==> src/rtl/lfsr_ctrl_pkg.sv <==
// Shared definitions for the LFSR step sequencer: FSM encoding, datapath width, reset seed.
// Imported by the sequencer top.
package lfsr_ctrl_pkg;

   localparam int LFSR_W = 8;
   localparam logic [LFSR_W-1:0] LFSR_DEFAULT_SEED = 8'h80;

   typedef enum logic [1:0] {
      ST_IDLE = 2'd0,
      ST_LOAD = 2'd1,
      ST_RUN  = 2'd2,
      ST_DONE = 2'd3
   } state_t;

endpackage

==> src/rtl/lfsr_step_ctrl_if.sv <==
// Request/response bundle between the pattern logic (master) and the LFSR step sequencer (slave).
// Handshake: req_i is held until ready_o; done_o pulses once with result_o valid.
interface lfsr_step_ctrl_if #(
   parameter int CNT_W = 8
);
   logic             req_i;
   logic [7:0]       seed_i;
   logic [CNT_W-1:0] steps_i;
   logic             abort_i;
   logic             ready_o;
   logic             busy_o;
   logic             done_o;
   logic [7:0]       result_o;
   logic             zero_seed_o;

   modport master (
      output req_i, seed_i, steps_i, abort_i,
      input  ready_o, busy_o, done_o, result_o, zero_seed_o
   );

   modport slave (
      input  req_i, seed_i, steps_i, abort_i,
      output ready_o, busy_o, done_o, result_o, zero_seed_o
   );
endinterface

==> src/rtl/lfsr_2.sv <==
// 8-bit LFSR core: rst_i synchronously loads val, start_i advances one step per cycle.
// result is the state register itself.
module lfsr_2 (
   input  logic       clk_i,
   input  logic       rst_i,
   input  logic [7:0] val,
   input  logic       start_i,
   output logic [7:0] result
);
   logic [7:0] r_state;
   logic [7:0] w_next;

   assign w_next = {r_state[6] ^ r_state[7], r_state[5] ^ r_state[7], r_state[4], r_state[3],
                    r_state[2], r_state[1] ^ r_state[7], r_state[1], r_state[0] ^ r_state[7]};

   always_ff @(posedge clk_i) begin
      if (rst_i) begin
         r_state <= val;
      end else if (start_i) begin
         r_state <= w_next;
      end
   end

   assign result = r_state;
endmodule

==> src/rtl/lfsr_step_ctrl.sv <==
// Loads the lfsr_2 core with a seed, steps it N times, then pulses done_o with the final state.
// Optional zero-seed substitution under macro LFSR_ZERO_GUARD_EN; latency N+2 cycles from accepted req_i.
module lfsr_step_ctrl
   import lfsr_ctrl_pkg::*;
#(
   parameter int               CNT_W        = 8,
   parameter logic [LFSR_W-1:0] DEFAULT_SEED = LFSR_DEFAULT_SEED
) (
   input  logic              clk_i,
   input  logic              rst_i,
   lfsr_step_ctrl_if.slave   bus
);
   state_t            r_state;
   logic [CNT_W-1:0]  r_cnt;
   logic [LFSR_W-1:0] r_seed;
   logic              r_ready;
   logic              r_busy;
   logic              r_done;
`ifdef LFSR_ZERO_GUARD_EN
   logic              r_zero_seed;
`endif

   logic              w_core_rst;
   logic [LFSR_W-1:0] w_core_val;
   logic              w_core_step;
   logic [LFSR_W-1:0] w_core_result;

   // During reset the core is seeded directly so result_o shows DEFAULT_SEED one cycle later.
   assign w_core_rst  = rst_i | (r_state == ST_LOAD);
   assign w_core_val  = rst_i ? DEFAULT_SEED : r_seed;
   assign w_core_step = (r_state == ST_RUN);

   lfsr_2 u_core (
      .clk_i   (clk_i),
      .rst_i   (w_core_rst),
      .val     (w_core_val),
      .start_i (w_core_step),
      .result  (w_core_result)
   );

   always_ff @(posedge clk_i) begin
      if (rst_i) begin
         r_state <= ST_IDLE;
         r_cnt   <= '0;
         r_seed  <= DEFAULT_SEED;
         r_ready <= 1'b1;
         r_busy  <= 1'b0;
         r_done  <= 1'b0;
`ifdef LFSR_ZERO_GUARD_EN
         r_zero_seed <= 1'b0;
`endif
      end else begin
         r_done <= 1'b0;
         case (r_state)
            ST_IDLE: begin
               if (bus.req_i) begin
                  r_cnt   <= bus.steps_i;
`ifdef LFSR_ZERO_GUARD_EN
                  r_seed      <= (bus.seed_i == 8'h00) ? DEFAULT_SEED : bus.seed_i;
                  r_zero_seed <= (bus.seed_i == 8'h00);
`else
                  r_seed  <= bus.seed_i;
`endif
                  r_state <= ST_LOAD;
                  r_ready <= 1'b0;
                  r_busy  <= 1'b1;
               end
            end
            ST_LOAD: begin
               if (bus.abort_i) begin
                  r_state <= ST_IDLE;
                  r_ready <= 1'b1;
                  r_busy  <= 1'b0;
               end else if (r_cnt == '0) begin
                  r_state <= ST_DONE;
                  r_done  <= 1'b1;
               end else begin
                  r_state <= ST_RUN;
               end
            end
            ST_RUN: begin
               // The core steps this cycle regardless of abort, so the count tracks it.
               if (r_cnt != '0) begin
                  r_cnt <= r_cnt - 1'b1;
               end
               if (bus.abort_i) begin
                  r_state <= ST_IDLE;
                  r_ready <= 1'b1;
                  r_busy  <= 1'b0;
               end else if (r_cnt == CNT_W'(1)) begin
                  r_state <= ST_DONE;
                  r_done  <= 1'b1;
               end
            end
            ST_DONE: begin
               r_state <= ST_IDLE;
               r_ready <= 1'b1;
               r_busy  <= 1'b0;
            end
            default: begin
               r_state <= ST_IDLE;
               r_ready <= 1'b1;
               r_busy  <= 1'b0;
            end
         endcase
      end
   end

   assign bus.ready_o  = r_ready;
   assign bus.busy_o   = r_busy;
   assign bus.done_o   = r_done;
   assign bus.result_o = w_core_result;
`ifdef LFSR_ZERO_GUARD_EN
   assign bus.zero_seed_o = r_zero_seed;
`else
   assign bus.zero_seed_o = 1'b0;
`endif
endmodule
==> src/flat_wrapper.sv <==
// flat-port wrapper written by rule: the top's interface ports become plain ports
module lfsr_step_ctrl_flat import lfsr_ctrl_pkg::*;
#(
   parameter int               CNT_W        = 8,
   parameter logic [LFSR_W-1:0] DEFAULT_SEED = LFSR_DEFAULT_SEED
)
  (clk_i, rst_i, bus_req_i, bus_seed_i, bus_steps_i, bus_abort_i, bus_ready_o, bus_busy_o, bus_done_o, bus_result_o, bus_zero_seed_o);
  lfsr_step_ctrl_if #(.CNT_W(CNT_W)) bus_i ();
  input  logic clk_i;
  input  logic rst_i;
  input wire logic [$bits(bus_i.req_i)-1:0] bus_req_i;
  input wire logic [$bits(bus_i.seed_i)-1:0] bus_seed_i;
  input wire logic [$bits(bus_i.steps_i)-1:0] bus_steps_i;
  input wire logic [$bits(bus_i.abort_i)-1:0] bus_abort_i;
  output wire logic [$bits(bus_i.ready_o)-1:0] bus_ready_o;
  output wire logic [$bits(bus_i.busy_o)-1:0] bus_busy_o;
  output wire logic [$bits(bus_i.done_o)-1:0] bus_done_o;
  output wire logic [$bits(bus_i.result_o)-1:0] bus_result_o;
  output wire logic [$bits(bus_i.zero_seed_o)-1:0] bus_zero_seed_o;
  assign bus_i.req_i = bus_req_i;
  assign bus_i.seed_i = bus_seed_i;
  assign bus_i.steps_i = bus_steps_i;
  assign bus_i.abort_i = bus_abort_i;
  assign bus_ready_o = bus_i.ready_o;
  assign bus_busy_o = bus_i.busy_o;
  assign bus_done_o = bus_i.done_o;
  assign bus_result_o = bus_i.result_o;
  assign bus_zero_seed_o = bus_i.zero_seed_o;
  lfsr_step_ctrl #(.CNT_W(CNT_W), .DEFAULT_SEED(DEFAULT_SEED)) u_core (.clk_i(clk_i), .rst_i(rst_i), .bus(bus_i));
endmodule
==> config.mk <==
export PLATFORM = sky130hd
export DESIGN_NAME = lfsr_step_ctrl_flat
export DESIGN_NICKNAME = d
export VERILOG_FILES = /design/src/rtl/lfsr_ctrl_pkg.sv /design/src/rtl/lfsr_step_ctrl_if.sv /design/src/rtl/lfsr_2.sv /design/src/rtl/lfsr_step_ctrl.sv /design/src/flat_wrapper.sv
export SDC_FILE = /design/constraint.sdc
export NUM_CORES = 1
export LEC_CHECK = 0
export CAP_MARGIN = 20
export CORE_AREA = 2 2 59 61
export DETAILED_ROUTE_END_ITERATION = 7
export DIE_AREA = 0 0 61 63
export GPL_ROUTABILITY_DRIVEN = 0
export PLACE_DENSITY = 0.88
export SETUP_SLACK_MARGIN = 0.1
export SLEW_MARGIN = 10
export SYNTH_ARGS = -nofsm -noshare
export SYNTH_HDL_FRONTEND = slang
export SYNTH_SLANG_ARGS = --single-unit
==> constraint.sdc <==
create_clock -name clk_i -period 2.5 [get_ports clk_i]
set_input_delay 0.75 -clock clk_i [delete_from_list [all_inputs] [get_ports clk_i]]
set_output_delay 0.75 -clock clk_i [all_outputs]
set_load 0.01 [all_outputs]
==> run_results.csv <==
group,metric,value,unit
clock_tree,cts_setup_buffers,0,
critical_path,rr_endpoint,"u_core.r_cnt[5]",
clock_tree,clk_path_buf_depth,2,
synthesis,ys_ff_latch,29,
synthesis,syn_nets,204,
synthesis,synth.distinct_cells,50,
clock_tree,cts_tree,"built",
synthesis,ys.flop_type,"dfxtp_1",
placed_design,hpwlAfterDp,2.56,mm
synthesis,synth_edf_count,8,
critical_path,crit_path_end_kind,"primary output",
global_route,grt-ovfl-total,0,
timing,min_period,2140,ps
critical_path,slowest_stage,"clkdlybuf4s50_1",
timing,fin_tns_setup,0,ps
global_route,grt_use_total,0.190,
clock_tree,clock_latency,320,ps
critical_path,worstPathRequired,1750,ps
power_and_ir_drop,peakVddDrop,367,uV
placed_design,place_ws,143,ps
die,io_pins,32,
timing,timing.slew.headroom,0.606,
drt,drc,0,
drt,totalWireLength,3.41,mm
critical_path,reg2reg_depth,6,
critical_path,arrival,1390,ps
power_and_ir_drop,p_leak,0.736,nW
synthesis,ys_top_cells_by_area,"dfxtp_1 (27%), edfxtp_1 (16%), nand2_1 (7.0%)",
min_path,hold_depth,2,
die,die_height,63,um
synthesis,synth.top_cell.area_share,0.272,
synthesis,yosysMostFrequentCell,"nand2_1",
global_route,grt_max_degree,18,
timing,fin_ws,359,ps
critical_path,critPathLaunchType,"register",
critical_path,cpPeakStageDelay,580,ps
synthesis,ys_seq_area_frac,0.427,
clock_tree,clockRootBuffer,"clkbuf_4",
min_path,hold-path-endpoint,"u_core.r_seed[1]",
timing,fin_skew,8.24,ps
final_layout,antenna-diode-count,0,
final_layout,area_delta_synth_final,26.1,%
synthesis,synth.cell_area,1550,um2
synthesis,ys_warn_count,0,
synthesis,async_flop_share,0,
timing,hold_viol,0,
critical_path,r2r_slack,530,ps
drt,num_vias,1402,
clock_tree,clk_pin_slew_worst_paths,90,ps
final_layout,layout-drive-gt1-share,0.0849,
timing,whs,459,ps
final_layout,nNetsFinal,237,
placed_design,placed_area,1900,um2
global_route,antenna_found_initial,0,
power_and_ir_drop,power,1.38,mW
clock_tree,htree_num_levels,2,
global_route,grt_pass1_vias,1273,
timing,maxSlewViolCount,0,
die,rows,21,
clock_tree,clock-sinks,29,
die,start_util,0.479,
global_route,grt_pass1_wl,5.58,mm
synthesis,synth_top_cell_by_area,"dfxtp_1",
critical_path,criticalPathCategory,"register to primary output",
die,die_w,61,um
timing,worstMarginPinSlew,591,ps
die,core_area,3230,um2
critical_path,r2r-start,"u_core.r_state[0]",
critical_path,path_cells,"clkdlybuf4s50_1",
synthesis,syn_avg_cell_area,8.70,um2
drt,antenna_left,0,
final_layout,final_cell_area,1950,um2
drt,vias_per_cell,5.43,
synthesis,synth_common_cells,"nand2_1 (29), dfxtp_1 (21), a21oi_1 (20), nor2_1 (16), edfxtp_1 (8)",
synthesis,synth_cells,178,
placed_design,port_buffers,30,
clock_tree,post_cts_resized,0,
final_layout,fillCellCount,292,
drt,drt_iter0_markers,58,
clock_tree,ctsHoldBuffers,0,
flow_run,cap_violations,0,
clock_tree,cts_made_buffers,5,
drt,routedWlPerCell,13.2,um
critical_path,path_buf_inv,1,
timing,finalSetupViolCount,0,
critical_path,path_delay_family,"buffers and inverters",
timing,rsz0062_at_grt,"false",
timing,fmax,467,MHz
min_path,hp-class,"register to register",
critical_path,cp_max_fo,5,
status,outcome,"finished, final reports clean",
drt,drtPass1Iterations,4,
die,die_area,3840,um2
min_path,min-delay-start,"u_core.r_seed[1]",
timing,finalCritPeriodShare,0.856,
power_and_ir_drop,power.density,709,nW/um2
-- cell families after synthesis --
kind of cell	synth area share
compound gates	0.208
xor+xnor	0.0226
fa+ha+maj	0.0485
buf+inv	0.0404
flops	0.427
mux	0.0396
other cells	0.00242
simple gates	0.212
-- flip-flops by register name (all words and copies together) (netlist names) --
register / flops
u_core.bus.done_o: 1
u_core.u_core.result: 8
u_core.r_cnt: 8
u_core.r_seed: 8
u_core.bus.busy_o: 1
u_core.r_state: 2
u_core.bus.ready_o: 1
-- tightest hold or removal path: stages, from the launching register on --
cell and delay [ps]:
dfxtp_1 310, nand2_1 50, a21oi_1 50
-- area by class of cell --
| class | count | area [um2] | area share |
|---|---|---|---|
| Clock buffer | 8 | 48.8 | 0.0250 |
| Inverter | 6 | 22.5 | 0.0115 |
| Multi-Input combinational cell | 134 | 825 | 0.422 |
| Sequential cell | 29 | 661 | 0.338 |
| Tap cell | 46 | 57.6 | 0.0295 |
| Timing Repair Buffer | 35 | 338 | 0.173 |
-- worst max-delay path by stage --
stage                                 start                 endpoint  slack [ps]  depth (start not counted)
global route        u_core.u_core.result[7]          bus_result_o[7]         310                          1
detailed placement                bus_req_i          u_core.r_cnt[5]         140                          5
CTS                 u_core.u_core.result[7]          bus_result_o[7]         360                          1
global placement                  bus_req_i          u_core.r_cnt[5]         250                          5
floorplan                 u_core.r_state[0]  u_core.u_core.result[0]         800                          5
finish              u_core.u_core.result[7]          bus_result_o[7]         360                          1
-- placed cells by master, fill, tap and decap left out, types with 2 or more instances in the layout --
cell             synthesis  layout
dfxtp_1                 21      21
o32ai_1                  2       2
or3_1                    2       2
nand2_1                 29      29
mux2i_1                  5       5
xnor2_1                  3       3
a211oi_1                 3       3
edfxtp_1                 8       8
o21ai_1                  4       4
nand3_1                  4       4
clkdlybuf4s50_1          0      30
inv_1                    5       5
ha_1                     6       6
clkbuf_1                 6       3
a32o_1                   2       2
nor2_1                  16      16
nand2b_1                 3       3
clkbuf_4                 0       5
o21ai_0                  6       6
a21oi_1                 20      20
buf_4                    1       5
-- power by group --
part / total, mW / switching (mW) / leakage [nW] / internal, mW
sequential: 0.624 / 0.0603 / 0.256 / 0.564
combinational: 0.496 / 0.252 / 0.454 / 0.243
clock: 0.264 / 0.152 / 0.0265 / 0.112
total: 1.38 / 0.465 / 0.736 / 0.919
-- through the flow --
stage / cells / utilization
CTS: 258 / 0.604
detailed placement: 250 / 0.589
finish: 258 / 0.604
global route: 258 / 0.604
floorplan: 178 / -
global placement: 250 / 0.589
-- metal layers --
metal	vias up	wire length, um	track usage
li1	698	-	-
met4	0	37	0.0652
met5	-	0	0
met3	5	140	0.0373
met1	664	1520	0.244
met2	35	1720	0.310
Note: power is estimated with default switching activity, not from simulation.
